`src/rtl/integ_burst.sv`:
```
// Burst-parallel integrator: rebuilds sample lanes from difference lanes,
// first-order (i_switch=1) or stride-2 over interleaved even/odd lanes (i_switch=0).
module integ_burst #(
  parameter int SAMPLE_WIDTH = 32,
  parameter int DATA_NUM     = 1024,
  parameter int BURST_LEN    = 8,
  parameter int ACC_WIDTH    = 28
) (
  input  logic                                         clk,
  input  logic                                         rst_n,
  input  logic                                         i_switch,
  input  logic [BURST_LEN-1:0][SAMPLE_WIDTH/2-1:0]     i_d_data,
  input  logic                                         i_d_valid,
  input  logic                                         i_d_last,
  output logic [BURST_LEN-1:0][SAMPLE_WIDTH/2-1:0]     o_y,
  output logic                                         o_y_valid,
  output logic                                         o_y_last
);

  localparam int LW     = SAMPLE_WIDTH / 2;
  localparam int NBEATS = DATA_NUM / BURST_LEN;
  localparam int CW     = $clog2(NBEATS) + 1;
  localparam logic signed [ACC_WIDTH-1:0] SAT_MAX = ACC_WIDTH'((2 ** (LW - 1)) - 1);
  localparam logic signed [ACC_WIDTH-1:0] SAT_MIN = ~SAT_MAX;

  logic [CW-1:0] cnt_q, cnt_d;

  logic [BURST_LEN-1:0][LW-1:0] s1_data_q;
  logic s1_valid_q, s1_last_q, s1_mode_q, s1_start_q;

  logic signed [ACC_WIDTH-1:0] ext [BURST_LEN];
  logic signed [ACC_WIDTH-1:0] p_d [BURST_LEN];
  logic signed [ACC_WIDTH-1:0] run_all, run_even, run_odd;

  logic signed [ACC_WIDTH-1:0] s2_p_q [BURST_LEN];
  logic s2_valid_q, s2_last_q, s2_mode_q, s2_start_q;

  logic signed [ACC_WIDTH-1:0] b0, b1, c0_q, c1_q;
  logic signed [ACC_WIDTH-1:0] y_d [BURST_LEN];
  logic signed [ACC_WIDTH-1:0] s3_y_q [BURST_LEN];
  logic s3_valid_q, s3_last_q;

  logic [BURST_LEN-1:0][LW-1:0] sat_d;

  // Frame ends on an explicit last or after DATA_NUM samples, whichever is first
  always_comb begin
    cnt_d = cnt_q;
    if (i_d_valid) begin
      if (i_d_last || (cnt_q == CW'(NBEATS - 1))) cnt_d = '0;
      else                                         cnt_d = cnt_q + 1'b1;
    end
  end

  always_ff @(posedge clk or negedge rst_n) begin
    if (!rst_n) begin
      cnt_q      <= '0;
      s1_data_q  <= '0;
      s1_valid_q <= 1'b0;
      s1_last_q  <= 1'b0;
      s1_mode_q  <= 1'b0;
      s1_start_q <= 1'b0;
    end else begin
      cnt_q      <= cnt_d;
      s1_data_q  <= i_d_data;
      s1_valid_q <= i_d_valid;
      s1_last_q  <= i_d_last;
      s1_mode_q  <= i_switch;
      s1_start_q <= (cnt_q == '0);
    end
  end

  generate
    for (genvar gi = 0; gi < BURST_LEN; gi++) begin : g_ext
      assign ext[gi] = ACC_WIDTH'(signed'(s1_data_q[gi]));
    end
  endgenerate

  // Three running sums in one sweep; each lane picks full or same-parity prefix
  always_comb begin
    run_all  = '0;
    run_even = '0;
    run_odd  = '0;
    for (int k = 0; k < BURST_LEN; k++) begin
      run_all = run_all + ext[k];
      if ((k % 2) == 0) begin
        run_even = run_even + ext[k];
        p_d[k]   = s1_mode_q ? run_all : run_even;
      end else begin
        run_odd = run_odd + ext[k];
        p_d[k]  = s1_mode_q ? run_all : run_odd;
      end
    end
  end

  always_ff @(posedge clk or negedge rst_n) begin
    if (!rst_n) begin
      for (int k = 0; k < BURST_LEN; k++) s2_p_q[k] <= '0;
      s2_valid_q <= 1'b0;
      s2_last_q  <= 1'b0;
      s2_mode_q  <= 1'b0;
      s2_start_q <= 1'b0;
    end else begin
      for (int k = 0; k < BURST_LEN; k++) s2_p_q[k] <= p_d[k];
      s2_valid_q <= s1_valid_q;
      s2_last_q  <= s1_last_q;
      s2_mode_q  <= s1_mode_q;
      s2_start_q <= s1_start_q;
    end
  end

  assign b0 = s2_start_q ? '0 : c0_q;
  assign b1 = s2_start_q ? '0 : c1_q;

  generate
    for (genvar gi = 0; gi < BURST_LEN; gi++) begin : g_carry
      if ((gi % 2) == 1) begin : g_odd
        assign y_d[gi] = b1 + s2_p_q[gi];
      end else begin : g_even
        assign y_d[gi] = (s2_mode_q ? b1 : b0) + s2_p_q[gi];
      end
    end
  endgenerate

  // Carries keep full accumulator precision and wrap rather than clip
  always_ff @(posedge clk or negedge rst_n) begin
    if (!rst_n) begin
      for (int k = 0; k < BURST_LEN; k++) s3_y_q[k] <= '0;
      s3_valid_q <= 1'b0;
      s3_last_q  <= 1'b0;
      c0_q       <= '0;
      c1_q       <= '0;
    end else begin
      for (int k = 0; k < BURST_LEN; k++) s3_y_q[k] <= y_d[k];
      s3_valid_q <= s2_valid_q;
      s3_last_q  <= s2_last_q;
      if (s2_valid_q) begin
        c0_q <= y_d[BURST_LEN-2];
        c1_q <= y_d[BURST_LEN-1];
      end
    end
  end

  generate
    for (genvar gi = 0; gi < BURST_LEN; gi++) begin : g_sat
      assign sat_d[gi] = (s3_y_q[gi] > SAT_MAX) ? SAT_MAX[LW-1:0] :
                         (s3_y_q[gi] < SAT_MIN) ? SAT_MIN[LW-1:0] :
                                                  s3_y_q[gi][LW-1:0];
    end
  endgenerate

  always_ff @(posedge clk or negedge rst_n) begin
    if (!rst_n) begin
      o_y       <= '0;
      o_y_valid <= 1'b0;
      o_y_last  <= 1'b0;
    end else begin
      if (s3_valid_q) o_y <= sat_d;
      o_y_valid <= s3_valid_q;
      o_y_last  <= s3_valid_q & s3_last_q;
    end
  end

endmodule

```
`config.mk`:
```
export PLATFORM = sky130hd
export DESIGN_NAME = integ_burst
export DESIGN_NICKNAME = d
export VERILOG_FILES = /design/src/rtl/integ_burst.sv
export SDC_FILE = /design/constraint.sdc
export NUM_CORES = 2
export LEC_CHECK = 0
export ABC_CLOCK_PERIOD_IN_PS = 20500
export BUFFER_PORTS_ARGS = -buffer_cell sky130_fd_sc_hd__buf_2
export CELL_PAD_IN_SITES_DETAIL_PLACEMENT = 0
export CELL_PAD_IN_SITES_GLOBAL_PLACEMENT = 1
export CORE_MARGIN = 2
export CORE_UTILIZATION = 53
export DETAILED_ROUTE_END_ITERATION = 8
export PLACE_DENSITY_LB_ADDON = 0.2
export SLEW_MARGIN = 10
export SYNTH_ARGS = -nofsm -noshare
export SYNTH_HDL_FRONTEND = slang
export SYNTH_SLANG_ARGS = --single-unit
```
`constraint.sdc`:
```
create_clock -name clk -period 20.5 [get_ports clk]
set_input_delay 3.075 -clock clk [delete_from_list [all_inputs] [get_ports clk]]
set_output_delay 3.075 -clock clk [all_outputs]
set_load 0.02 [all_outputs]
```
* Yosys cells after proc, flatten, opt, wreduce, memory -nomap -nowiden
Index checks and enable logic that the tools add are counted.
** Cells by class
- Multiplexer cells :: 27
- Shift operators :: 0
- $mul :: 0
- Equality and inequality tests :: 1
- Bitwise logic cells :: 1
- Div/mod/pow operators :: 0
- Reduce and logical (&&, ||, !) cells :: 2
- $lt $le $gt $ge :: 16
- $add $sub $neg :: 22
** Operators by type and width (number)
- 28-bit 2-to-1 mux :: 10
- 16-bit 2-to-1 mux :: 16
- 28-bit by 16-bit greater-than comparator with 1-bit output (second input constant) :: 8
- 28-bit by 16-bit less-than comparator with 1-bit output (second input constant) :: 8
- 28-bit adder :: 7
- 18-bit by 16-bit adder with 19-bit output :: 3
- 17-bit by 16-bit adder with 18-bit output :: 3
- 16-bit by 16-bit adder with 17-bit output :: 3
- 28-bit by 16-bit adder with 28-bit output :: 1
- 22-bit by 16-bit adder with 23-bit output :: 1
- 21-bit by 16-bit adder with 22-bit output :: 1
- 20-bit by 16-bit adder with 21-bit output :: 1
- 19-bit by 16-bit adder with 20-bit output :: 1
- 8-bit by 1-bit adder with 8-bit output (second input constant) :: 1
- 8-bit by 7-bit == test with 1-bit output (second input constant) :: 1
- 8-bit logical NOT :: 1
- 8-bit 2-to-1 mux :: 1
- 1-bit AND :: 1
- 1-bit logical OR :: 1
** Word-level totals
- Output and inout bits :: 130
- Bits of input ports :: 133
- ROM bits :: 0
- Bits in registers :: 768
- Bits in writable memories :: 0
- Latch bits :: 0
- Memories kept :: 0

* Logic depth before layout (Yosys ltp)
- Depth in word-level cells :: 8
- Gate-level depth with buffers :: 49

* Worst setup path after synthesis
No wires, ideal clock.
- Kind :: reg-to-reg
- From :: reg s1_data_q (netlist bit ext[168])
- To :: reg s2_p_q[21] in the netlist's numbering
- Period minus slack after synthesis :: 8.761 ns
- Required time :: 20.382 ns
- Cell stages (with the launch flop) :: 46
- Slack :: 11.739 ns
- Data arrival time :: 8.643 ns
- Setup time :: 0.118 ns
- Path through :: dfrtp_1 > ha_1 > inv_1 > fa_1 > nor2b_1 > o21ai_0 > a21boi_0 > o21a_1 > a21oi_1 > xnor2_1 > ha_1 > a21oi_1 > nand2_1 > or2_2 > a31oi_1 > xnor2_1 > ha_1 > and3_1 > [10 not listed] > nand3_1 > o21a_1 > a311o_1 > a21oi_1 > nor2_1 > ha_1 > nor2b_1 > a311o_1 > a21o_1 > a21oi_1 > xnor2_1 > ha_1 > or2_2 > a21oi_1 > a21oi_1 > a21oi_1 > xnor2_1 > a21o_1
** RTL lines
- start, declared :: line 28 : logic [BURST_LEN-1:0][LW-1:0] s1_data_q;
- start signal, assigned :: line 64 : s1_data_q <= i_d_data;
- end, declared :: line 35 : logic signed [ACC_WIDTH-1:0] s2_p_q [BURST_LEN];

==> run metrics <==
CP most frequent cell ha_1; setup TNS 0 ps; Mapped Area 0.0430 mm2; DR vias 33500; CP arrival between 10000 and 15000 ps; final wirelength 129 mm; status finished clean; crit path launch ext[196]; Root Buffer clkbuf_16; Final Critical Period roughly 10000 ps; ys async rst share 100%; largest net degree at the start of global routing about 180; Die Width about 290 um; yosys warns 0; reg2reg end s2_p_q[21]; Hold Fails Final Rpt 0; port bufs approximately 260; clock insertion delay at the later pin of the skew report between 600 and 700 ps; clk buf depth 3; f_max between 0.1 and 0.15 GHz; CP max FO 6; Slew headroom a little under a quarter; Critical R2R Launch ext[196]; post-CTS setup repair buffer count 0; drt first-iter violations approximately 2700; via-per-instance ratio 5.82; CP endpoint kind flop; die height ~290 um; Worst Reg-to-Reg Cells 45; #FFs+latches synth a little over 700; grt total ovfl 0; number of synthesized flops with an enable pin 0; Hold Path Sink s2_last_q; Routed Antenna Nets 0; multi-input logic area ~0.024 mm2; syn nets between 4000 and 5000; vias in the first global route around 32000; max-cap violation count 0; clock sinks between 700 and 800; fillers between 6000 and 7000; Initial DRT Pass Iterations 8; CTS tree yes; Max Slew Vio Count 0; hold wc startpoint s1_last_q; post-synthesis average cell area 9.91 um2; Post-Syn Instances 4336; H-tree lvl count 3; cts bufs inserted 76; fin crit share 48.6%; CP peak stage delay 510 ps; WL per Instance between 20 and 25 um; Starting Density roughly 53%; R2R Setup Slk about 11000 ps; GRT Total Usage a little under a third; slowest CP cell a21boi_0; clk slew on worst S/H paths approximately 60 ps; required time worst endpoint roughly 21000 ps; CORE AREA 0.0804 mm2; fraction of layout instances using a drive strength above 1 between 10% and 20%; Setup Skew between 40 and 50 ps; hold_buf cts 0; # setup viols final 0; RSZ-0062 raised after global routing no; full die area between 0.08 and 0.09 mm2; actual slew at the worst max-slew pin between 1000 and 1500 ps; Distinct cells, synth around 90; routability cong. roughly 0.96; type of origin of the critical path flop; Sequential Area roughly 0.018 mm2; CP Class reg2reg; top_reg_cell synth dfrtp_1; Cell Rows 104; post-synthesis sequential area ratio roughly 41%; layout overhead on the synthesized area 12.0%; first-pass GRT wire length ~190 mm; number of remaining DRC errors 0; initial antenna violation count 12; Post-DP HPWL ~100 mm; Hold Path Class reg2reg; I/O pin count approximately 260; Layout Nets approximately 5200; post-CTS sizing 0; WHS Path Cells 0
==> worst max-delay path, delay by kind of cell (launching register included) <==
| kind | cells | cell delay, ps |
|---|---|---|
| XOR/XNOR | 6 | 960 |
| adder cells (fa/ha/maj) | 8 | 2540 |
| AND/OR/NAND/NOR | 12 | 2090 |
| flip-flops | 1 | 380 |
| AO/OA/AOI/OAI | 18 | 3790 |
| buffers and inverters | 1 | 60 |
==> state kept, by name (all words and copies together) (netlist names), 8 cells and up <==
signal / cells
o_y: 128
s2_p_q: 156
ext: 128
s3_y_q: 224
c1_q: 28
c0_q: 28
cnt_q: 8
==> kinds of logic after synthesis <==
family,count (synthesis),share of synthesized area (%)
flops,712,41.5
buf+inv,328,2.91
compound gates,1156,17.3
simple gates,1130,12.4
xor+xnor,388,7.93
fa+ha+maj,476,14.2
mux,146,3.74
==> area by class of cell <==
cell class	instances	share of cell area (%)
Antenna cell	2	0.0104
Sequential cell	712	37.1
Clock inverter	41	0.926
Tap cell	1060	2.76
Timing Repair Buffer	288	3.18
Multi-Input combinational cell	3296	49.7
Clock buffer	100	4.42
Inverter	251	1.96
==> per-layer routing <==
layer	global-route usage, %	up-vias	part of all wire (%)
met5	0	-	0.044
met4	10.5	8	3.8
met1	45.2	16200	46
met3	5.43	210	6.6
met2	47.0	948	43
li1	-	16100	-
==> worst max-delay path by stage <==
stage / endpoint
after global placement: s2_p_q[21]
after floorplan: s2_p_q[21]
after global routing: s2_p_q[21]
after CTS: s2_p_q[21]
after detailed placement: s2_p_q[21]
final: s2_p_q[21]
==> per-stage QoR <==
| stage | instances | hold WS (ps) | worst slack [ps] | util, % | cell area [um2] |
|---|---|---|---|---|---|
| 2_1_floorplan | 4336 | 331 | 11740 | - | 43000 |
| 5_1_grt | 5748 | 363 | 9730 | 59.8 | 48100 |
| 6_report | 5750 | 348 | 10540 | 59.8 | 48100 |
| 4_1_cts | 5748 | 351 | 10670 | 59.8 | 48100 |
| 3_3_place_gp | 5607 | 334 | 10800 | 56.6 | 45500 |
| 3_5_place_dp | 5607 | 336 | 10720 | 56.6 | 45500 |
==> cell usage in the layout (no fill, tap or decap), types with 33 or more instances in the layout <==
master	count
a21o_1	153
a31oi_1	45
nor3_1	67
ha_1	455
xnor2_1	277
o22ai_1	126
mux2_2	112
o21ai_0	154
xor2_1	110
o21bai_1	52
and3_1	36
inv_1	250
dfrtp_1	708
nor2b_1	68
clkbuf_16	78
mux2i_1	33
a21oi_1	324
nand2_1	234
nand2b_1	61
nor2_1	416
o21a_1	60
buf_2	261
nand3_1	79
nand4_1	42
==> Yosys cell counts, drive strengths merged (22+ instances only) <==
cell | count | area share, %
a211oi | 31 | 0.54
a21o | 154 | 2.7
a21oi | 328 | 3.9
a31oi | 46 | 0.67
and2 | 22 | 0.32
and3 | 38 | 0.56
clkbuf | 60 | 0.57
dfrtp | 712 | 41
ha | 455 | 13
inv | 251 | 2.2
mux2 | 113 | 3.0
mux2i | 33 | 0.77
nand2 | 235 | 2.1
nand2b | 61 | 0.89
nand3 | 79 | 0.92
nand4 | 42 | 0.61
nor2 | 416 | 3.6
nor2b | 68 | 0.99
nor3 | 67 | 0.78
nor4 | 31 | 0.45
o21a | 60 | 1.0
o21ai | 180 | 2.1
o21bai | 53 | 0.93
o22ai | 126 | 1.8
or3 | 31 | 0.45
xnor2 | 278 | 5.7
xor2 | 110 | 2.2
Power is not shown: default switching activity piles up to over one toggle a cycle in this logic, so the estimate is an artifact.
